File: config.mk
export PLATFORM = sky130hd
export DESIGN_NAME = fpu_dispatch_flat
export DESIGN_NICKNAME = d
export VERILOG_FILES = /design/src/rtl/fpu_dispatch_if.sv /design/src/rtl/fpu_dispatch.sv /design/src/flat_wrapper.sv
export SDC_FILE = /design/constraint.sdc
export NUM_CORES = 1
export LEC_CHECK = 0
export ABC_AREA = 1
export ABC_CLOCK_PERIOD_IN_PS = 11000
export CAP_MARGIN = 25
export CORE_MARGIN = 2
export CORE_UTILIZATION = 35
export CTS_CLUSTER_DIAMETER = 100
export DETAILED_ROUTE_END_ITERATION = 7
export SETUP_SLACK_MARGIN = 0.4
export SLEW_MARGIN = 20
export SYNTH_ARGS = -nofsm -noshare
export SYNTH_HDL_FRONTEND = slang
export SYNTH_SLANG_ARGS = --single-unit
File: constraint.sdc
create_clock -name clk -period 11 [get_ports clk]
set_input_delay 2.2 -clock clk [delete_from_list [all_inputs] [get_ports clk]]
set_output_delay 2.2 -clock clk [all_outputs]
set_load 0.005 [all_outputs]
File: src/rtl/fpu_dispatch_if.sv
// Request/response channels between a caller and the FPU dispatch front-end.
interface fpu_dispatch_if #(parameter int TAG_W = 4);
  logic             req_valid;
  logic             req_ready;
  logic [4:0]       req_op;
  logic [31:0]      req_a;
  logic [31:0]      req_b;
  logic [TAG_W-1:0] req_tag;
  logic             rsp_valid;
  logic             rsp_ready;
  logic [31:0]      rsp_lo;
  logic [31:0]      rsp_hi;
  logic [TAG_W-1:0] rsp_tag;

  modport master (
    output req_valid, req_op, req_a, req_b, req_tag, rsp_ready,
    input  req_ready, rsp_valid, rsp_lo, rsp_hi, rsp_tag
  );
  modport slave (
    input  req_valid, req_op, req_a, req_b, req_tag, rsp_ready,
    output req_ready, rsp_valid, rsp_lo, rsp_hi, rsp_tag
  );
endinterface

File: src/rtl/fpu_dispatch.sv
// Issue front-end for FPU_top: request FIFO, one-at-a-time issue, fixed-latency
// result capture and a valid/ready response register.
module fpu_dispatch #(
  parameter int DEPTH   = 4,
  parameter int LATENCY = 10,
  parameter int TAG_W   = 4
) (
  input  logic                       clk,
  input  logic                       rst,
  fpu_dispatch_if.slave              bus,
  output logic [4:0]                 fpu_op_mask,
  output logic                       fpu_instr_received,
  output logic [31:0]                fpu_input_1,
  output logic [31:0]                fpu_input_2,
  input  logic [31:0]                fpu_reg_lo,
  input  logic [31:0]                fpu_reg_hi,
  output logic                       busy,
  output logic [$clog2(DEPTH+1)-1:0] fifo_count
);
  localparam int AW = (DEPTH > 1) ? $clog2(DEPTH) : 1;
  localparam int CW = $clog2(DEPTH+1);
  localparam int LW = (LATENCY > 1) ? $clog2(LATENCY) : 1;

  typedef struct packed {
    logic [4:0]       op;
    logic [31:0]      a;
    logic [31:0]      b;
    logic [TAG_W-1:0] tag;
  } req_t;

  typedef enum logic [1:0] {IDLE, ISSUE, WAIT, RESP} state_t;

  req_t             mem [DEPTH];
  req_t             head;
  logic [AW-1:0]    wr_ptr, rd_ptr;
  logic             full, empty, push, pop, capture;
  state_t           state, next;
  logic [LW-1:0]    cnt;
  logic [TAG_W-1:0] tag_q;

  assign full          = (fifo_count == CW'(DEPTH));
  assign empty         = (fifo_count == '0);
  assign bus.req_ready = !full;
  assign push          = bus.req_valid && !full;
  assign head          = mem[rd_ptr];
  assign capture       = (state == WAIT) && (cnt == '0);
  assign busy          = (state != IDLE);

  always_ff @(posedge clk) begin
    if (push) mem[wr_ptr] <= '{op: bus.req_op, a: bus.req_a, b: bus.req_b, tag: bus.req_tag};
  end

  // Pointers wrap naturally because DEPTH is a power of two.
  always_ff @(posedge clk or posedge rst) begin
    if (rst) begin
      wr_ptr     <= '0;
      rd_ptr     <= '0;
      fifo_count <= '0;
    end else begin
      if (push) wr_ptr <= wr_ptr + AW'(1);
      if (pop)  rd_ptr <= rd_ptr + AW'(1);
      fifo_count <= fifo_count + CW'(push) - CW'(pop);
    end
  end

  always_ff @(posedge clk or posedge rst) begin
    if (rst) state <= IDLE;
    else     state <= next;
  end

  always_comb begin
    next = state;
    pop  = 1'b0;
    case (state)
      IDLE:  if (!empty) begin pop = 1'b1; next = ISSUE; end
      ISSUE: next = WAIT;
      WAIT:  if (cnt == '0) next = RESP;
      RESP:  if (bus.rsp_ready) begin
               if (!empty) begin pop = 1'b1; next = ISSUE; end
               else next = IDLE;
             end
      default: next = IDLE;
    endcase
  end

  // Every pop lands in ISSUE, so registering pop yields a clean one-cycle pulse.
  always_ff @(posedge clk or posedge rst) begin
    if (rst) begin
      fpu_instr_received <= 1'b0;
      fpu_op_mask        <= '0;
      fpu_input_1        <= '0;
      fpu_input_2        <= '0;
      tag_q              <= '0;
      cnt                <= '0;
    end else begin
      fpu_instr_received <= pop;
      if (pop) begin
        fpu_op_mask <= head.op;
        fpu_input_1 <= head.a;
        fpu_input_2 <= head.b;
        tag_q       <= head.tag;
      end
      if (state == ISSUE)                 cnt <= LW'(LATENCY - 1);
      else if (state == WAIT && cnt != '0) cnt <= cnt - LW'(1);
    end
  end

  always_ff @(posedge clk or posedge rst) begin
    if (rst) begin
      bus.rsp_valid <= 1'b0;
      bus.rsp_lo    <= '0;
      bus.rsp_hi    <= '0;
      bus.rsp_tag   <= '0;
    end else if (capture) begin
      bus.rsp_valid <= 1'b1;
      bus.rsp_lo    <= fpu_reg_lo;
      bus.rsp_hi    <= fpu_reg_hi;
      bus.rsp_tag   <= tag_q;
    end else if (state == RESP && bus.rsp_ready) begin
      bus.rsp_valid <= 1'b0;
    end
  end
endmodule

File: src/flat_wrapper.sv
// flat-port wrapper written by rule: the top's interface ports become plain ports
module fpu_dispatch_flat 
#(
  parameter int DEPTH   = 4,
  parameter int LATENCY = 10,
  parameter int TAG_W   = 4
)
  (clk, rst, fpu_op_mask, fpu_instr_received, fpu_input_1, fpu_input_2, fpu_reg_lo, fpu_reg_hi, busy, fifo_count, bus_req_valid, bus_req_op, bus_req_a, bus_req_b, bus_req_tag, bus_rsp_ready, bus_req_ready, bus_rsp_valid, bus_rsp_lo, bus_rsp_hi, bus_rsp_tag);
  fpu_dispatch_if #(.TAG_W(TAG_W)) bus_i ();
  input  logic clk;
  input  logic rst;
  output logic [4:0] fpu_op_mask;
  output logic fpu_instr_received;
  output logic [31:0] fpu_input_1;
  output logic [31:0] fpu_input_2;
  input  logic [31:0] fpu_reg_lo;
  input  logic [31:0] fpu_reg_hi;
  output logic busy;
  output logic [$clog2(DEPTH+1)-1:0] fifo_count;
  input wire logic [$bits(bus_i.req_valid)-1:0] bus_req_valid;
  input wire logic [$bits(bus_i.req_op)-1:0] bus_req_op;
  input wire logic [$bits(bus_i.req_a)-1:0] bus_req_a;
  input wire logic [$bits(bus_i.req_b)-1:0] bus_req_b;
  input wire logic [$bits(bus_i.req_tag)-1:0] bus_req_tag;
  input wire logic [$bits(bus_i.rsp_ready)-1:0] bus_rsp_ready;
  output wire logic [$bits(bus_i.req_ready)-1:0] bus_req_ready;
  output wire logic [$bits(bus_i.rsp_valid)-1:0] bus_rsp_valid;
  output wire logic [$bits(bus_i.rsp_lo)-1:0] bus_rsp_lo;
  output wire logic [$bits(bus_i.rsp_hi)-1:0] bus_rsp_hi;
  output wire logic [$bits(bus_i.rsp_tag)-1:0] bus_rsp_tag;
  assign bus_i.req_valid = bus_req_valid;
  assign bus_i.req_op = bus_req_op;
  assign bus_i.req_a = bus_req_a;
  assign bus_i.req_b = bus_req_b;
  assign bus_i.req_tag = bus_req_tag;
  assign bus_i.rsp_ready = bus_rsp_ready;
  assign bus_req_ready = bus_i.req_ready;
  assign bus_rsp_valid = bus_i.rsp_valid;
  assign bus_rsp_lo = bus_i.rsp_lo;
  assign bus_rsp_hi = bus_i.rsp_hi;
  assign bus_rsp_tag = bus_i.rsp_tag;
  fpu_dispatch #(.DEPTH(DEPTH), .LATENCY(LATENCY), .TAG_W(TAG_W)) u_core (.clk(clk), .rst(rst), .bus(bus_i), .fpu_op_mask(fpu_op_mask), .fpu_instr_received(fpu_instr_received), .fpu_input_1(fpu_input_1), .fpu_input_2(fpu_input_2), .fpu_reg_lo(fpu_reg_lo), .fpu_reg_hi(fpu_reg_hi), .busy(busy), .fifo_count(fifo_count));
endmodule
==> results of run 1 <==
-- final cells by class --
type,count,area share
sequential,448,0.567
multi-input combinational,934,0.179
timing repair buffer,298,0.133
clock buffer,58,0.0553
tap,664,0.0371
inverter,92,0.0159
clock inverter,29,0.0127
antenna,2,0.000224
-- worst max path at each step --
stage / to / slack [ps] / cells past startpoint
after floorplan: u_core.bus.rsp_hi[0] / 4590 / 1
after global placement: u_core.mem[3][30] / 5940 / 4
after detailed placement: u_core.mem[3][30] / 5910 / 4
after CTS: u_core.mem[3][26] / 6510 / 4
after global routing: u_core.mem[3][26] / 6450 / 4
final: u_core.mem[3][26] / 6590 / 4
-- report_power, final --
part | internal (mW) | leakage (nW) | switching [mW] | total (mW)
logic | 0.938 | 3.82 | 1.22 | 2.16
registers | 2.34 | 4.56 | 0.238 | 2.58
clock network | 0.901 | 0.747 | 0.664 | 1.56
-- metrics by stage --
stage / setup WS [ps] / util / area [um2]
after floorplan: 4590 / - / 17500
after global placement: 5940 / 0.424 / 20800
after detailed placement: 5910 / 0.424 / 20800
after CTS: 6510 / 0.455 / 22300
after global routing: 6450 / 0.456 / 22400
final: 6590 / 0.456 / 22400
-- cell usage after synthesis, drive strengths merged --
| master | instances | area (um2) |
|---|---|---|
| nor3 | 1 | 5.00 |
| fa | 1 | 20.0 |
| nand3b | 2 | 18.8 |
| o21ai | 219 | 1100 |
| inv | 92 | 345 |
| nor2 | 300 | 1130 |
| clkbuf | 20 | 76.3 |
| nand3 | 9 | 45.0 |
| xor2 | 4 | 35.0 |
| edfxtp | 292 | 8770 |
| buf | 59 | 412 |
| a21boi | 1 | 7.51 |
| nand2 | 385 | 1450 |
| dfrtp | 156 | 3900 |
| xnor2 | 1 | 8.76 |
| ha | 11 | 138 |
-- cell families (layout without fill, tap and decap cells) --
group,count (synthesis),in the layout,synth area share
simple gates,697,697,0.152
fa+ha+maj,12,12,0.00903
xor+xnor,5,5,0.00251
other cells,0,2,0
buf+inv,171,477,0.0477
compound gates,220,220,0.0632
flops,448,448,0.726
-- sequential cells by signal, indices dropped and copies added (netlist names), 3 cells and up --
| signal | flops |
|---|---|
| u_core.fpu_input_1 | 32 |
| u_core.cnt | 4 |
| u_core.bus.rsp_tag | 4 |
| u_core.fifo_count | 3 |
| u_core.mem | 292 |
| u_core.fpu_op_mask | 5 |
| u_core.tag_q | 4 |
| u_core.bus.rsp_lo | 32 |
| u_core.bus.rsp_hi | 32 |
| u_core.fpu_input_2 | 32 |
-- metal layers --
metal | wire (um) | global-route usage
met5 | 40 | 0
met4 | 752 | 0.0472
met3 | 2480 | 0.0341
met2 | 20300 | 0.276
met1 | 17800 | 0.196
-- worst max-delay path, delay by kind of cell --
kind                   cells  cell delay [ps]
buffers and inverters      2             1220
and+or+nand+nor            2             1170
==> reports/results.txt, run 1 <==
Routability cong. -> 0.728
Slowest stage delay, CP -> 840 ps
DIE AREA -> 51700 um2
Layout cells sized above 1 -> 0.0522
PwrDens -> 282 nW/um2
Unique masters post-synth -> 24
Clock Skew -> 17.9 ps
DRT iter0 DRCs -> 663
Routed wire per std cell -> 16.4 um
Hold slack -> 479 ps
Fmax -> 227 MHz
Final #Nets -> 1974
Placed insts -> 2434
CTS Hold Bufs -> 0
Post-CTS Setup Inserts -> 0
Cell Area, Synth -> 17500 um2
Area Overhead vs Synth -> 28.2%
Post-synthesis register bit count -> 448
Latest clock arrival within the worst-skew pair -> 590 ps
Register area share after synthesis -> 0.726
Number of global-route vias before repair -> 11400
First-pass GRT wire length -> 62.7 mm
Drt via density -> 4.52
Hold path depth -> 2
Total power draw -> 6.30 mW
Total gr overflow -> 0
Drc violations -> 0
DR pass1 iterations -> 5
GRT Overall Usage -> 0.158
Total clock sinks -> 448
Area of the multi-input gates -> 4000 um2
Largest net degree at the start of global routing -> 119
Vias -> 11400
Slew margin rel. -> 0.326
Reg2Reg Depth -> 5
Synth warn -> 0
Setup TNS -> 0 ps
Max Buffers Root-to-Sink -> 3
Syn_nets -> 1706
Sequence of cells on the critical path -> clkdlybuf4s50_1, nand2_1, nor2_4, buf_4
Critical path type -> in -> reg
Crit Path Max Fanout -> 47
FF-to-FF Start -> u_core.fifo_count[1]
Num ports -> 285
Most frequent cells in the layout -> nand2_1 (385), nor2_1 (294), edfxtp_1 (292)
Max-cap violations -> 0
Final Cycle Share -> 0.401
Antenna violations before repair -> 5
Fillers -> 4567
RSZ-0062 raised after global routing -> no
Min Tclk post-route -> 4410 ps
Setup Viol. Count Final -> 0
Slew Viols, Final -> 0
Startpoint Class -> primary input
Min-delay src -> u_core.tag_q[1]
Final hold violations -> 0
Die Span X -> 227 um
Worst setup startpoint -> bus_req_valid
FF-to-FF End -> u_core.mem[3][26]
Htree depth -> 2
Clock buffer count from CTS -> 47
CP Capture Type -> register
Outcome -> complete, no violations
Leakage -> 9.13 nW
CTS tree -> yes
CP required -> 11200 ps
Avg Inst Size Synth -> 11.2 um2
PortBufs -> 284
Root buffer cell -> clkbuf_16
Core footprint -> 49100 um2
Final wirelength -> 41.4 mm
Worst min path class -> reg -> reg
Post-Synthesis Cells -> 1553
Std-Cell Rows -> 81
VDD IR max -> 153 uV
Hold path endpoint -> u_core.tag_q[1]
Routed Antenna Nets -> 0
Crit path max-delay cell type -> nor2_4
Worst EP arrival -> 4610 ps
DP HPWL -> 24.9 mm
Layout Cells excl Fill -> 2525
Worst reg-to-reg setup slack -> 8080 ps
Worst-margin pin slew -> 1010 ps
Commonest non-fill, non-tap cell in the layout -> nand2_1
FF+latch area -> 12700 um2
Starting Density -> 0.356
Die height -> 227 um
Clock slew at reported path FFs -> 60 ps
Cts repair resizes -> 0
No activity file was read; power rests on OpenSTA's default activity.
==> run 2: changes to the inputs <==
Settings changed: ABC_CLOCK_PERIOD_IN_PS 11000 to 4000.
Clock period 11 ns to 4 ns, I/O delays scaled along.
==> reports/results.txt, run 2 (synthesis results as in run 1) <==
Outcome -> complete, no violations (unchanged)
Total gr overflow -> 0 (unchanged)
Min Tclk post-route -> 2760 ps
Post-DP Area -> 21000 um2 (was 20800 um2)
Drc violations -> 0 (unchanged)
Biggest register -> u_core.mem (unchanged)
CP required -> 3200 ps (was 11200 ps)
Vias -> 11500 (was 11400)
Reg2Reg Depth -> 11 (was 5)
CP Capture Type -> output pin (was register)
Cts repair resizes -> 0 (unchanged)
Comb pwr share -> 0.355 (was 0.343)
Clock Skew -> 14.0 ps (was 17.9 ps)
GRT Overall Usage -> 0.161 (was 0.158)
Clock slew at reported path FFs -> 60 ps (about the same)
Final #Nets -> 1985 (was 1974)
Setup TNS -> 0 ps (unchanged)
Layout cells sized above 1 -> 0.0572 (was 0.0522)
Worst EP arrival -> 1960 ps (was 4610 ps)
Die height -> 227 um (unchanged)
Critical path type -> reg -> out (was in -> reg)
Stages on the worst setup path -> 4 (unchanged)
Routed Antenna Nets -> 0 (unchanged)
CTS tree -> yes (unchanged)
Routed wire per std cell -> 16.5 um (was 16.4 um)
Slew Viols, Final -> 0 (unchanged)
Leakage -> 9.19 nW (was 9.13 nW)
Crit Path Max Fanout -> 5 (was 47)
DIE AREA -> 51700 um2 (unchanged)
Starting Density -> 0.356 (unchanged)
PortBufs -> 284 (unchanged)
DRT iter0 DRCs -> 621 (was 663)
Area of the multi-input gates -> 4000 um2 (unchanged)
Post-CTS Setup Inserts -> 0 (unchanged)
RSZ-0062 raised after global routing -> no (unchanged)
Dpl ws -> 1230 ps (was 5910 ps)
Startpoint Class -> register (was primary input)
CP top delay family -> buffers and inverters (unchanged)
Std-Cell Rows -> 81 (unchanged)
DP HPWL -> 24.7 mm (was 24.9 mm)
First-pass GRT wire length -> 63.9 mm (was 62.7 mm)
Final Cycle Share -> 0.689
Num ports -> 285 (unchanged)
Internal power -> 11.6 mW (was 4.18 mW)
Clock Power Share -> 0.241 (was 0.248)
Hold path depth -> 2 (unchanged)
Crit path max-delay cell type -> clkdlybuf4s50_1 (was nor2_4)
CTS Hold Bufs -> 0 (unchanged)
Number of global-route vias before repair -> 11500 (was 11400)
Largest net degree at the start of global routing -> 100 (was 119)
Worst min path class -> reg -> reg (unchanged)
Placed insts -> 2445 (was 2434)
Routability cong. -> 0.707 (was 0.728)
Clock buffer count from CTS -> 47 (unchanged)
PwrDens -> 775 nW/um2 (was 282 nW/um2)
Die Span X -> 227 um (unchanged)
Worst-margin pin slew -> 998 ps (was 1010 ps)
Fillers -> 4553 (was 4567)
Core footprint -> 49100 um2 (unchanged)
Crit path buf inv count -> 3 (was 2)
Layout Cells excl Fill -> 2535 (was 2525)
Net Sw Frac -> 0.338 (was 0.337)
Max reg flops -> 292 (unchanged)
Final hold violations -> 0 (unchanged)
P_sw -> 5.89 mW (was 2.13 mW)
Slowest stage delay, CP -> 510 ps (was 840 ps)
Core Util, Final -> 0.459 (was 0.456)
Root buffer cell -> clkbuf_16 (unchanged)
FF+latch area -> 12700 um2 (unchanged)
Drt via density -> 4.55 (was 4.52)
Commonest non-fill, non-tap cell in the layout -> nand2_1 (unchanged)
Slew margin rel. -> 0.334 (was 0.326)
Fmax -> 363 MHz
VDD IR max -> 474 uV (was 153 uV)
Post-route setup slack -> 1240 ps (was 6590 ps)
Design area -> 22500 um2 (was 22400 um2)
Setup Viol. Count Final -> 0 (unchanged)
Max Buffers Root-to-Sink -> 3 (unchanged)
Seq pwr share -> 0.404 (was 0.409)
Htree depth -> 2 (unchanged)
CP dominant cell by count -> inv_1
Sequence of cells on the critical path -> inv_1, ha_1, inv_1, clkdlybuf4s50_1 (was clkdlybuf4s50_1, nand2_1, nor2_4, buf_4)
Antenna violations before repair -> 6 (was 5)
Total clock sinks -> 448 (unchanged)
Hold slack -> 478 ps (was 479 ps)
Area Overhead vs Synth -> 29.0% (was 28.2%)
Total power draw -> 17.4 mW (was 6.30 mW)
Most frequent cells in the layout -> nand2_1 (385), nor2_1 (294), edfxtp_1 (292) (unchanged)
Max-cap violations -> 0 (unchanged)
DR pass1 iterations -> 5 (unchanged)
Latest clock arrival within the worst-skew pair -> 570 ps (was 590 ps)
Final wirelength -> 41.9 mm (was 41.4 mm)
## run 2: cell type report
type,instances,area share
inverters,92,0.0157
multi-input cells,934,0.178
well taps,664,0.0369
flip-flops and latches,448,0.563
clock buffers,69,0.0609
repair buffers,309,0.140
diodes,1,0.000111
clock inverters,18,0.00578
## run 2: worst register-to-register path: stages, from the launching register on
cell      delay, ps
dfrtp_1         430
inv_1           110
ha_1            230
inv_1           100
nand2_1         100
nand3b_4         90
clkinv_2         60
ha_1            270
inv_1            40
ha_1            200
fa_1            370
xor2_1          170
## run 2: routing by layer
metal,GRT usage,share of wire
met1,0.195,0.42
met2,0.281,0.48
met3,0.0398,0.072
met4,0.0531,0.023
met5,0,0.0016
## run 2: power by group through the flow
stage	Sequential, mW	Combinational [mW]	Clock [mW]
detailed placement	7.12	6.28	0
global placement	7.10	6.15	0
finish	7.04	6.19	4.21
global route	7.18	7.04	4.52
CTS	7.05	6.29	4.34
floorplan	7.12	3.46	0
## run 2: final timing paths
kind / startpoint / end / slack [ps]
hold / removal: u_core.fpu_input_2[21] / u_core.fpu_input_2[21] / 480
max in group asynchronous: rst / u_core.fpu_input_1[16] / 2510
setup reg to reg: u_core.state[0] / u_core.fifo_count[2] / 1710
setup / recovery: u_core.state[0] / busy / 1240
min in group asynchronous: rst / u_core.fpu_input_2[29] / 740
hold reg to reg: u_core.fpu_input_2[21] / u_core.fpu_input_2[21] / 480
==> run 3: changes to the inputs <==
Settings changed: ABC_CLOCK_PERIOD_IN_PS 4000 to 2500.
Clock period 4 ns to 2.5 ns, I/O delays scaled along.
==> reports/results.txt, run 3 (synthesis results as in run 1) <==
Area Overhead vs Synth -> 31.6% (was 29.0%)
Starting Density -> 0.356 (unchanged)
Fmax -> 490 MHz
GRT Overall Usage -> 0.164 (was 0.161)
Clock buffer count from CTS -> 49 (was 47)
RSZ-0062 raised after global routing -> no (unchanged)
Routability cong. -> 0.695 (was 0.707)
Crit path buf inv count -> 1 (was 3)
DRT iter0 DRCs -> 725 (was 621)
Drc violations -> 0 (unchanged)
CP top delay family -> buffers and inverters (unchanged)
DR pass1 iterations -> 4 (was 5)
Worst-margin pin slew -> 748 ps (was 998 ps)
Final #Nets -> 2000 (was 1985)
Final wirelength -> 42.6 mm (was 41.9 mm)
Reg2Reg Depth -> 11 (unchanged)
Startpoint Class -> register (unchanged)
Biggest register -> u_core.mem (unchanged)
Leakage -> 9.38 nW (was 9.19 nW)
Number of global-route vias before repair -> 11200 (was 11500)
Worst reg-to-reg setup slack -> 470 ps (was 1710 ps)
DIE AREA -> 51700 um2 (unchanged)
Crit path max-delay cell type -> clkdlybuf4s50_1 (unchanged)
Worst EP arrival -> 1540 ps (was 1960 ps)
CTS Hold Bufs -> 0 (unchanged)
CTS tree -> yes (unchanged)
Core footprint -> 49100 um2 (unchanged)
Final Cycle Share -> 0.817
Critical path type -> reg -> out (unchanged)
Commonest non-fill, non-tap cell in the layout -> nand2_1 (unchanged)
PortBufs -> 284 (unchanged)
Layout cells sized above 1 -> 0.0737 (was 0.0572)
Slew margin rel. -> 0.501 (was 0.334)
Worst min path class -> in -> async (was reg -> reg)
Slowest stage delay, CP -> 600 ps (was 510 ps)
Total clock sinks -> 448 (unchanged)
First-pass GRT wire length -> 64.7 mm (was 63.9 mm)
Antenna violations before repair -> 10 (was 6)
Crit path to -> fpu_input_2[1] (was busy)
PwrDens -> 1260 nW/um2 (was 775 nW/um2)
Sequence of cells on the critical path -> clkdlybuf4s50_1 (was inv_1, ha_1, inv_1, clkdlybuf4s50_1)
Largest net degree at the start of global routing -> 77 (was 100)
Max reg flops -> 292 (unchanged)
Worst setup startpoint -> u_core.fpu_input_2[1] (was u_core.state[0])
Setup Viol. Count Final -> 0 (unchanged)
Die height -> 227 um (unchanged)
Final hold violations -> 0 (unchanged)
VDD IR max -> 643 uV (was 474 uV)
CP required -> 2000 ps (was 3200 ps)
Outcome -> complete, no violations (unchanged)
FF-to-FF End -> u_core.fifo_count[2] (unchanged)
Drt via density -> 4.55 (about the same)
Vias -> 11600 (was 11500)
Core Util, Final -> 0.468 (was 0.459)
Root buffer cell -> clkbuf_16 (unchanged)
Most frequent cells in the layout -> nand2_1 (381), nor2_1 (294), edfxtp_1 (292) (was nand2_1 (385), nor2_1 (294), edfxtp_1 (292))
Slew Viols, Final -> 0 (unchanged)
Max-cap violations -> 0 (unchanged)
Crit Path Max Fanout -> 2 (was 5)
Routed wire per std cell -> 16.7 um (was 16.5 um)
Routed Antenna Nets -> 0 (unchanged)
FF-to-FF Start -> u_core.state[1] (was u_core.state[0])
Stages on the worst setup path -> 1 (was 4)
Fillers -> 4476 (was 4553)
Latest clock arrival within the worst-skew pair -> 580 ps (was 570 ps)
Clock Skew -> 21.3 ps (was 14.0 ps)
Clock slew at reported path FFs -> 60 ps (about the same)
DP HPWL -> 25.1 mm (was 24.7 mm)
Total gr overflow -> 0 (unchanged)
Die Span X -> 227 um (unchanged)
Num ports -> 285 (unchanged)
Htree depth -> 2 (unchanged)
CP Capture Type -> output pin (unchanged)
Std-Cell Rows -> 81 (unchanged)
Setup TNS -> 0 ps (unchanged)
Max Buffers Root-to-Sink -> 3 (unchanged)
Min Tclk post-route -> 2040 ps
run 3: metrics by stage:
stage / power, mW / setup slack, ps / hold slack (ps) / area, um2 / std cells
after floorplan: 17.0 / 27.1 / 449 / 17500 / 1553
after global placement: 21.6 / 105 / 463 / 21200 / 2451
after detailed placement: 21.8 / 98.1 / 464 / 21200 / 2452
after CTS: 29.4 / 382 / 264 / 22900 / 2547
after global routing: 30.9 / 402 / 282 / 23000 / 2553
final: 28.9 / 459 / 276 / 23000 / 2555
run 3: layout make-up:
class / count / area [um2] / share of cell area
timing repair buffer: 322 / 3390 / 0.147
clock inverter: 21 / 240 / 0.0105
multi-input combinational: 934 / 4060 / 0.177
antenna: 5 / 12.5 / 0.000545
clock buffer: 69 / 1400 / 0.0611
inverter: 92 / 358 / 0.0156
sequential: 448 / 12700 / 0.552
tap: 664 / 831 / 0.0362
run 3: per-layer routing:
metal  wire length (um)  track usage  vias to the layer above
li1                   -            -                     5705
met1              18100        0.203                     5515
met2              20500        0.276                      320
met3               2920       0.0438                       84
met4               1090       0.0595                       10
met5                 54            0                        -
run 3: worst min-delay path by stage:
stage / endpoint / slack [ps] / start / cells after the start
floorplan: u_core.tag_q[0] / 450 / u_core.tag_q[0] / 2
global placement: u_core.fpu_op_mask[2] / 460 / u_core.fpu_op_mask[2] / 2
detailed placement: u_core.fpu_input_2[3] / 460 / u_core.fpu_input_2[3] / 2
CTS: u_core.tag_q[3] / 260 / rst / 2
global route: u_core.tag_q[3] / 280 / rst / 2
finish: u_core.tag_q[3] / 280 / rst / 2
run 3: timing repair:
item,4_1_cts,5_1_grt
buffers inserted,5,3
endpoints found under the setup margin,13,4
pin swaps,1,1
gates resized for setup,8,2
run 3: report_power, final:
| group | switching, mW | internal [mW] |
|---|---|---|
| clock network | 2.87 | 4.42 |
| logic | 5.79 | 4.56 |
| registers | 0.948 | 10.3 |
